## src/rtl/edge_io_cfg_if.sv

```systemverilog
// Scan-configuration port bundle for edge_io_cfg: serial chain control plus
// configuration status. The scan driver is the master; the I/O boundary is the slave.
interface edge_io_cfg_if;
  logic conn_scan_en;
  logic conn_scan_in;
  logic conn_scan_out;
  logic conn_scan_update;
  logic cfg_valid;
  logic cfg_err;

  modport master (
    output conn_scan_en, conn_scan_in, conn_scan_update,
    input  conn_scan_out, cfg_valid, cfg_err
  );

  modport slave (
    input  conn_scan_en, conn_scan_in, conn_scan_update,
    output conn_scan_out, cfg_valid, cfg_err
  );
endinterface

```

## src/rtl/edge_io_cfg.sv

```systemverilog
// Scan-configured fabric-edge I/O boundary: shadow shift register, length-checked
// commit into the live per-cell config, and per-pin input/output data paths.
module edge_io_cfg #(
  parameter int unsigned NUM_IO    = 10,
  parameter int unsigned CFG_BITS  = 4,
  parameter int unsigned CHAIN_LEN = NUM_IO * CFG_BITS
) (
  input  logic              scan_clk,
  input  logic              rst,
  edge_io_cfg_if.slave      scan,
  input  logic [NUM_IO-1:0] fpga_in,
  output logic [NUM_IO-1:0] fpga_out,
  output logic [NUM_IO-1:0] pad_oe,
  input  logic [NUM_IO-1:0] clb_out,
  output logic [NUM_IO-1:0] clb_in
);

  localparam int unsigned CNT_W = $clog2(CHAIN_LEN + 2);
  localparam logic [CNT_W-1:0] CNT_FULL = CNT_W'(CHAIN_LEN);
  localparam logic [CNT_W-1:0] CNT_SAT  = CNT_W'(CHAIN_LEN + 1);

  logic [CHAIN_LEN-1:0] sr_q, sr_d;
  logic [CHAIN_LEN-1:0] cfg_q, cfg_d;
  logic [CNT_W-1:0]     cnt_q, cnt_d;
  logic                 valid_q, valid_d;
  logic                 err_q, err_d;
  logic [NUM_IO-1:0]    in_q, in_d;
  logic [NUM_IO-1:0]    out_q, out_d;

  logic [NUM_IO-1:0] in_reg, out_reg, out_en, inv;
  logic [NUM_IO-1:0] d_in, q_out;
  logic              do_shift, do_update, len_ok;

  always_comb begin
    in_reg  = '0;
    out_reg = '0;
    out_en  = '0;
    inv     = '0;
    for (int unsigned i = 0; i < NUM_IO; i++) begin
      in_reg[i]  = cfg_q[CFG_BITS*i + 0];
      out_reg[i] = cfg_q[CFG_BITS*i + 1];
      out_en[i]  = cfg_q[CFG_BITS*i + 2];
      inv[i]     = cfg_q[CFG_BITS*i + 3];
    end
  end

  assign d_in  = fpga_in ^ inv;
  assign q_out = clb_out ^ inv;

  // Shift wins over update when both are asserted; the counter keeps its value.
  assign do_shift  = scan.conn_scan_en;
  assign do_update = scan.conn_scan_update & ~scan.conn_scan_en;
  assign len_ok    = (cnt_q == CNT_FULL);

  always_comb begin
    sr_d    = sr_q;
    cnt_d   = cnt_q;
    cfg_d   = cfg_q;
    valid_d = valid_q;
    err_d   = err_q;
    in_d    = d_in;
    out_d   = q_out;
    if (do_shift) begin
      sr_d = {sr_q[CHAIN_LEN-2:0], scan.conn_scan_in};
      if (cnt_q != CNT_SAT) cnt_d = cnt_q + 1'b1;
    end
    if (do_update) begin
      cnt_d = '0;
      if (len_ok) begin
        cfg_d   = sr_q;
        valid_d = 1'b1;
        err_d   = 1'b0;
      end else begin
        err_d   = 1'b1;
      end
    end
  end

  always_ff @(posedge scan_clk or posedge rst) begin
    if (rst) begin
      sr_q    <= '0;
      cfg_q   <= '0;
      cnt_q   <= '0;
      valid_q <= 1'b0;
      err_q   <= 1'b0;
      in_q    <= '0;
      out_q   <= '0;
    end else begin
      sr_q    <= sr_d;
      cfg_q   <= cfg_d;
      cnt_q   <= cnt_d;
      valid_q <= valid_d;
      err_q   <= err_d;
      in_q    <= in_d;
      out_q   <= out_d;
    end
  end

  assign pad_oe   = out_en & {NUM_IO{valid_q}};
  assign fpga_out = ((out_reg & out_q) | (~out_reg & q_out)) & pad_oe;
  assign clb_in   = valid_q ? ((in_reg & in_q) | (~in_reg & d_in)) : '0;

  assign scan.conn_scan_out = sr_q[CHAIN_LEN-1];
  assign scan.cfg_valid     = valid_q;
  assign scan.cfg_err       = err_q;

endmodule

```

## src/flat_wrapper.sv

```systemverilog
// flat-port wrapper written by rule: the top's interface ports become plain ports
module edge_io_cfg_flat 
#(
  parameter int unsigned NUM_IO    = 10,
  parameter int unsigned CFG_BITS  = 4,
  parameter int unsigned CHAIN_LEN = NUM_IO * CFG_BITS
)
  (scan_clk, rst, fpga_in, fpga_out, pad_oe, clb_out, clb_in, scan_conn_scan_en, scan_conn_scan_in, scan_conn_scan_update, scan_conn_scan_out, scan_cfg_valid, scan_cfg_err);
  edge_io_cfg_if scan_i ();
  input  logic scan_clk;
  input  logic rst;
  input  logic [NUM_IO-1:0] fpga_in;
  output logic [NUM_IO-1:0] fpga_out;
  output logic [NUM_IO-1:0] pad_oe;
  input  logic [NUM_IO-1:0] clb_out;
  output logic [NUM_IO-1:0] clb_in;
  input wire logic [$bits(scan_i.conn_scan_en)-1:0] scan_conn_scan_en;
  input wire logic [$bits(scan_i.conn_scan_in)-1:0] scan_conn_scan_in;
  input wire logic [$bits(scan_i.conn_scan_update)-1:0] scan_conn_scan_update;
  output wire logic [$bits(scan_i.conn_scan_out)-1:0] scan_conn_scan_out;
  output wire logic [$bits(scan_i.cfg_valid)-1:0] scan_cfg_valid;
  output wire logic [$bits(scan_i.cfg_err)-1:0] scan_cfg_err;
  assign scan_i.conn_scan_en = scan_conn_scan_en;
  assign scan_i.conn_scan_in = scan_conn_scan_in;
  assign scan_i.conn_scan_update = scan_conn_scan_update;
  assign scan_conn_scan_out = scan_i.conn_scan_out;
  assign scan_cfg_valid = scan_i.cfg_valid;
  assign scan_cfg_err = scan_i.cfg_err;
  edge_io_cfg #(.NUM_IO(NUM_IO), .CFG_BITS(CFG_BITS), .CHAIN_LEN(CHAIN_LEN)) u_core (.scan_clk(scan_clk), .rst(rst), .scan(scan_i), .fpga_in(fpga_in), .fpga_out(fpga_out), .pad_oe(pad_oe), .clb_out(clb_out), .clb_in(clb_in));
endmodule
```

## config.mk

```make
export PLATFORM = sky130hd
export DESIGN_NAME = edge_io_cfg_flat
export DESIGN_NICKNAME = d
export VERILOG_FILES = /design/src/rtl/edge_io_cfg_if.sv /design/src/rtl/edge_io_cfg.sv /design/src/flat_wrapper.sv
export SDC_FILE = /design/constraint.sdc
export NUM_CORES = 1
export LEC_CHECK = 0
export ABC_CLOCK_PERIOD_IN_PS = 3300
export CORE_AREA = 8 8 125 127
export DETAILED_ROUTE_END_ITERATION = 16
export DIE_AREA = 0 0 133 135
export PLACE_DENSITY = 0.61
export SYNTH_ARGS = -nofsm -noshare
export SYNTH_HDL_FRONTEND = slang
export SYNTH_SLANG_ARGS = --single-unit
```

## constraint.sdc

```tcl
create_clock -name scan_clk -period 3.3 [get_ports scan_clk]
set_input_delay 0.66 -clock scan_clk [delete_from_list [all_inputs] [get_ports scan_clk]]
set_output_delay 0.66 -clock scan_clk [all_outputs]
set_load 0.02 [all_outputs]
```

==> results.py, run 1 <==
metrics = {
    "sta": {
        "worstMarginPinSlew_ns": 0.8597,
        "drv_slew": 0,
        "min_period_ns": 2.944,
        "setup_tns_ns": 0,
        "finalClockSkew_ns": 0.007408,
        "grt_setup_unrepaired": "false",
        "finalSetupViolCount": 0,
        "slew-limit-headroom": 0.4269,
        "max_freq_ghz": 0.3397,
        "post-route-period-util": 0.8922,
        "hold_viol_final": 0,
    },
    "detailed_routing": {
        "drc": 0,
        "viasPerCell": 4.605,
        "via_count": 2551,
        "routed_wl_um": 8170,
        "firstDrtPassIters": 5,
        "ant_nets": 0,
        "drt_iter0_drc": 138,
        "wl_per_cell_um": 14.75,
    },
    "floorplanning": {
        "dieArea_um2": 17960,
        "fp.dieW_um": 133,
        "die_h_um": 135,
        "initial_utilization": 0.3451,
        "rows": 43,
        "core_um2": 13610,
        "ios": 58,
    },
    "setup_path": {
        "path_cells": "and2_1 > o211a_1 > clkdlybuf4s50_1",
        "crit_fanout": 22,
        "ff2ff_path_depth": 4,
        "rr_endpoint": "u_core.cfg_q[12]",
        "cp.arrival_ns": 2.28,
        "cp.required_ns": 2.64,
        "rrSetupSlack_ns": 1.36,
        "cp-end-kind": "output port",
        "cp_slowest_cell": "dfrtp_1",
        "r2r_start": "u_core.cnt_q[4]",
        "start_kind": "flip-flop",
        "critPathKind": "flip-flop to output port",
        "cpPeakStageDelay_ns": 0.91,
    },
    "min_path": {
        "min_from": "u_core.cfg_q[30]",
        "holdPathEnd": "u_core.cfg_q[30]",
        "hold_class": "flip-flop to flip-flop",
        "min_path_cells": 1,
    },
    "pwr": {
        "power.density_nw_per_um2": 530.0,
        "p_clk_frac": 0.378,
        "p_sw_frac": 0.2207,
        "leakagePower_nw": 2.793,
        "p_comb_frac": 0.090,
        "p_switching_w": 0.0006728,
        "total_power_w": 0.003048,
        "ir_worst_vdd_mv": 0.3172,
        "pwr-share-seq": 0.532,
        "intPower_w": 0.002375,
    },
    "synthesis": {
        "avgSynthCellArea_um2": 15.15,
        "synthMuxAreaShare": 0.2243,
        "synth_area_um2": 4697,
        "synth_top_family_by_area": "multiplexers",
        "ys_warn_count": 0,
        "ys_types": 33,
        "synth_compound_area_frac": 0.05487,
        "synthSimpleGateAreaFrac": 0.06926,
        "synth_fa_ha_area_frac": 0.007991,
        "yosysSeqAreaShare": 0.5754,
        "async_flop_share": 1.000,
        "synth_edf_count": 0,
        "synth_xor_area_frac": 0.04102,
        "synth.net_count": 338,
        "synth_seq_cells": 108,
        "syn-instance-count": 310,
        "synthFlopType": "dfrtp_1",
    },
    "clock_network": {
        "clk_pin_slew_worst_paths_ns": 0.07,
        "ctsLongestPathBuffers": 2,
        "clkSinkCount": 108,
        "cts_tree": "yes",
        "ctsResizeCount": 0,
        "insertion_delay_ns": 0.34,
        "cts_root_buf": "clkbuf_16",
        "h-tree-depth": 3,
        "holdBufCountCts": 0,
        "cts_made_buffers": 9,
        "cts.repair_timing.setup_buffer_count": 0,
    },
    "cells_and_area": {
        "fin_nets": 398,
        "postLayoutCoreUtil": 0.4225,
        "fillerInstances": 1247,
        "n_antenna_cell": 0,
        "fin_area_um2": 5751,
        "drive_gt1_frac": 0.2807,
        "area_growth_pct": 22.43,
    },
    "placement": {
        "dpl-instance-area_um2": 5425,
        "portBuffers": 57,
        "place_congestion": 0.7252,
        "hpwlAfterDp_um": 5363,
    },
    "outcome": {
        "status": "complete, no violations",
    },
    "grt": {
        "grt_pass1_wl_um": 14010,
        "first_global_vias": 2787,
        "overflow": 0,
        "grt_use_total": 0.09612,
        "grt_max_degree": 109,
        "antenna_found_initial": 0,
    },
    "flow_run": {
        "max_cap_viol_count": 0,
    },
}
how the worst max path moves through the flow:
| stage | start | endpoint | slack, ns | depth (start not counted) |
|---|---|---|---|---|
| after global routing | u_core.scan.cfg_valid | fpga_out[4] | 0.19 | 3 |
| after floorplan | rst | u_core.cfg_q[0] | 1.34 | 1 |
| after detailed placement | clb_out[6] | fpga_out[6] | 0.52 | 4 |
| after global placement | clb_out[5] | fpga_out[5] | 0.53 | 4 |
| final | u_core.scan.cfg_valid | fpga_out[6] | 0.36 | 3 |
| after CTS | u_core.scan.cfg_valid | fpga_out[6] | 0.23 | 3 |
cells in the mapped netlist (all sizes together), types with 2 or more instances:
library cell	number	area, um^2
clkbuf	4	15.01
dfrtp	108	2703
inv	3	11.26
xnor2	2	17.52
nor3b	3	22.52
nor2	3	11.26
a21o	3	22.52
nor2b	2	12.51
nand2b	20	125.1
nand2	4	15.01
xor2	20	175.2
nand3	3	15.01
o211a	20	200.2
mux2	80	1044
ha	3	37.54
buf	9	101.3
and2	11	68.82
through the flow:
| stage | worst slack [ns] | std cells | hold slack, ns |
|---|---|---|---|
| finish | 0.3558 | 554 | 0.5071 |
| global route | 0.1934 | 554 | 0.5234 |
| CTS | 0.2334 | 554 | 0.5108 |
| detailed placement | 0.5167 | 539 | 0.4895 |
| global placement | 0.5291 | 539 | 0.4871 |
| floorplan | 1.339 | 310 | 0.4727 |
flip-flops by register name, indices dropped and copies added, names as in the netlist:
register	flops
u_core.cfg_q	40
u_core.sr_q	40
u_core.in_q	10
u_core.out_q	10
u_core.cnt_q	6
u_core.scan.cfg_err	1
u_core.scan.cfg_valid	1
layout make-up:
class                   count  area [um^2]  area share
clock buffers              11        252.7     0.04395
clock inverters             4        72.57     0.01262
inverters                   3        15.01    0.002611
multi-input cells         186         1867      0.3246
flip-flops and latches    108         2703      0.4700
well taps                 180        225.2     0.03916
repair buffers             62        615.6      0.1070
power by group through the flow:
stage / Clock (W) / Combinational [W] / Sequential (W)
global route: 0.00125 / 0.000307 / 0.00165
detailed placement: 0 / 0.000281 / 0.00165
floorplan: 0 / 0.000217 / 0.00160
global placement: 0 / 0.000270 / 0.00164
finish: 0.00115 / 0.000275 / 0.00162
CTS: 0.00119 / 0.000284 / 0.00162
layer usage:
layer / track usage / routed length (um)
met5: 0 / 0
met1: 0.1105 / 3694
met3: 0.02563 / 297
met2: 0.1611 / 3981
met4: 0.05110 / 196
layout by cell type (no fill, tap or decap), types with 4 or more instances in the layout:
cell,synthesis,layout
and2_1,11,11
buf_4,0,4
o211a_1,20,20
nand2b_1,20,20
xor2_1,20,20
clkdlybuf4s50_1,0,56
nand2_1,4,4
mux2_4,38,38
dfrtp_1,108,108
clkbuf_16,0,9
mux2_2,42,42
logic make-up after synthesis:
kind of cell    count (synthesis)
xor+xnor                       22
simple gates                   52
mux                            81
buf+inv                        16
compound gates                 28
flops                         108
fa+ha+maj                       3
worst max-delay path: cells and delay by family (launching register included):
family | cells | cell delay, ns
buffers and inverters | 1 | 0.62
AOI/OAI and AO/OA | 1 | 0.16
DFF | 1 | 0.91
and+or+nand+nor | 1 | 0.27
No activity file was read; power rests on OpenSTA's default activity.
==> run 2, diff against run 1 <==
Settings changed: RECOVER_POWER set to 25.
==> results.py, run 2 (synthesis results as in run 1) <==
metrics = {
    "clock_network": {
        "holdBufCountCts": 0,
        "cts_made_buffers": 9,
        "h-tree-depth": 3,
        "ctsLongestPathBuffers": 2,
        "insertion_delay_ns": 0.34,
        "cts_root_buf": "clkbuf_16",
        "clkSinkCount": 108,
        "clk_pin_slew_worst_paths_ns": 0.07,
        "ctsResizeCount": 0,
        "cts_tree": "yes",
        "cts.repair_timing.setup_buffer_count": 0,
    },
    "sta": {
        "worstMarginPinSlew_ns": 1.451,
        "drv_slew": 0,
        "finalClockSkew_ns": 0.007423,
        "min_period_ns": 2.942,
        "hold_viol_final": 0,
        "post-route-period-util": 0.8914,
        "setup_tns_ns": 0,
        "grt_setup_unrepaired": "false",
        "finalSetupViolCount": 0,
        "max_freq_ghz": 0.3399,
        "slew-limit-headroom": 0.03289,
        "fin_ws_ns": 0.3584,
    },
    "detailed_routing": {
        "routed_wl_um": 8171,
        "viasPerCell": 4.601,
        "drt_iter0_drc": 141,
        "ant_nets": 0,
        "firstDrtPassIters": 5,
        "via_count": 2549,
        "drc": 0,
        "wl_per_cell_um": 14.75,
    },
    "cells_and_area": {
        "area_growth_pct": 22.16,
        "fin_nets": 398,
        "top_regs": "u_core.cfg_q (40), u_core.sr_q (40)",
        "final_cell_mix": "dfrtp_1, mux2_2, mux2_4, clkdlybuf4s50_1, dlygate4sd3_1",
        "drive_gt1_frac": 0.2807,
        "final_common_cell": "dfrtp_1",
        "n_antenna_cell": 0,
    },
    "floorplanning": {
        "fp.dieW_um": 133,
        "die_h_um": 135,
        "core_um2": 13610,
        "initial_utilization": 0.3451,
        "ios": 58,
        "rows": 43,
        "dieArea_um2": 17960,
    },
    "flow_run": {
        "max_cap_viol_count": 0,
    },
    "grt": {
        "grt_pass1_wl_um": 14010,
        "antenna_found_initial": 0,
        "grt_max_degree": 109,
        "overflow": 0,
        "first_global_vias": 2787,
        "grt_use_total": 0.09612,
    },
    "pwr": {
        "power.density_nw_per_um2": 529.9,
        "leakagePower_nw": 2.793,
        "ir_worst_vdd_mv": 0.3172,
    },
    "placement": {
        "place_congestion": 0.7252,
        "hpwlAfterDp_um": 5363,
        "place_ws_ns": 0.5167,
        "portBuffers": 57,
    },
    "setup_path": {
        "critPathKind": "flip-flop to output port",
        "crit_fanout": 22,
        "cp.required_ns": 2.64,
        "cp.arrival_ns": 2.28,
        "start_kind": "flip-flop",
        "cp-end-kind": "output port",
        "ff2ff_path_depth": 4,
    },
    "min_path": {
        "min_path_cells": 1,
        "hold_class": "flip-flop to flip-flop",
    },
    "outcome": {
        "status": "complete, no violations",
    },
}
## run 2: final cells by class
type,count,area (um^2)
Clock buffer,11,252.7
Fill cell,1249,7874
Tap cell,180,225.2
Multi-Input combinational cell,186,1867
Clock inverter,4,72.57
Timing Repair Buffer,62,603.1
Inverter,3,15.01
Sequential cell,108,2703
## run 2: worst max-delay path: stages, from the launching register on
cell	delay (ns)
dfrtp_1	0.91
and2_1	0.27
o211a_1	0.16
clkdlybuf4s50_1	0.61
## run 2: metal layers
metal | part of all wire | vias up | track usage
li1 | - | 1203 | -
met1 | 0.45 | 1302 | 0.1105
met2 | 0.49 | 35 | 0.1611
met3 | 0.036 | 9 | 0.02563
met4 | 0.024 | 0 | 0.05110
met5 | 0 | - | 0
## run 2: through the flow
stage	power (W)	hold slack (ns)	utilization	std cells	cell area (um^2)
after global routing	0.003194	0.5234	0.4215	554	5738
after detailed placement	0.001931	0.4895	0.3986	539	5425
final	0.003041	0.5071	0.4215	554	5738
after CTS	0.003102	0.5108	0.4225	554	5751
after global placement	0.001912	0.4871	0.3986	539	5425
after floorplan	0.001822	0.4727	-	310	4701
## run 2: path summary, 6_finish.rpt
check	startpoint	end	slack, ns
worst min register to register	u_core.cfg_q[30]	u_core.cfg_q[30]	0.51
max in group asynchronous	rst	u_core.out_q[4]	1.04
min in group asynchronous	rst	u_core.out_q[7]	1.34
worst max register to register	u_core.cnt_q[4]	u_core.cfg_q[12]	1.36
worst max-delay path	u_core.scan.cfg_valid	fpga_out[6]	0.36
worst min-delay path	u_core.cfg_q[30]	u_core.cfg_q[30]	0.51
## run 2: power by group
part / internal (W) / switching [W] / total [W] / leakage [nW]
registers: 0.00150 / 0.000123 / 0.00162 / 1.40
clock network: 0.000701 / 0.000451 / 0.00115 / 0.158
logic: 0.000170 / 0.0000978 / 0.000268 / 1.23
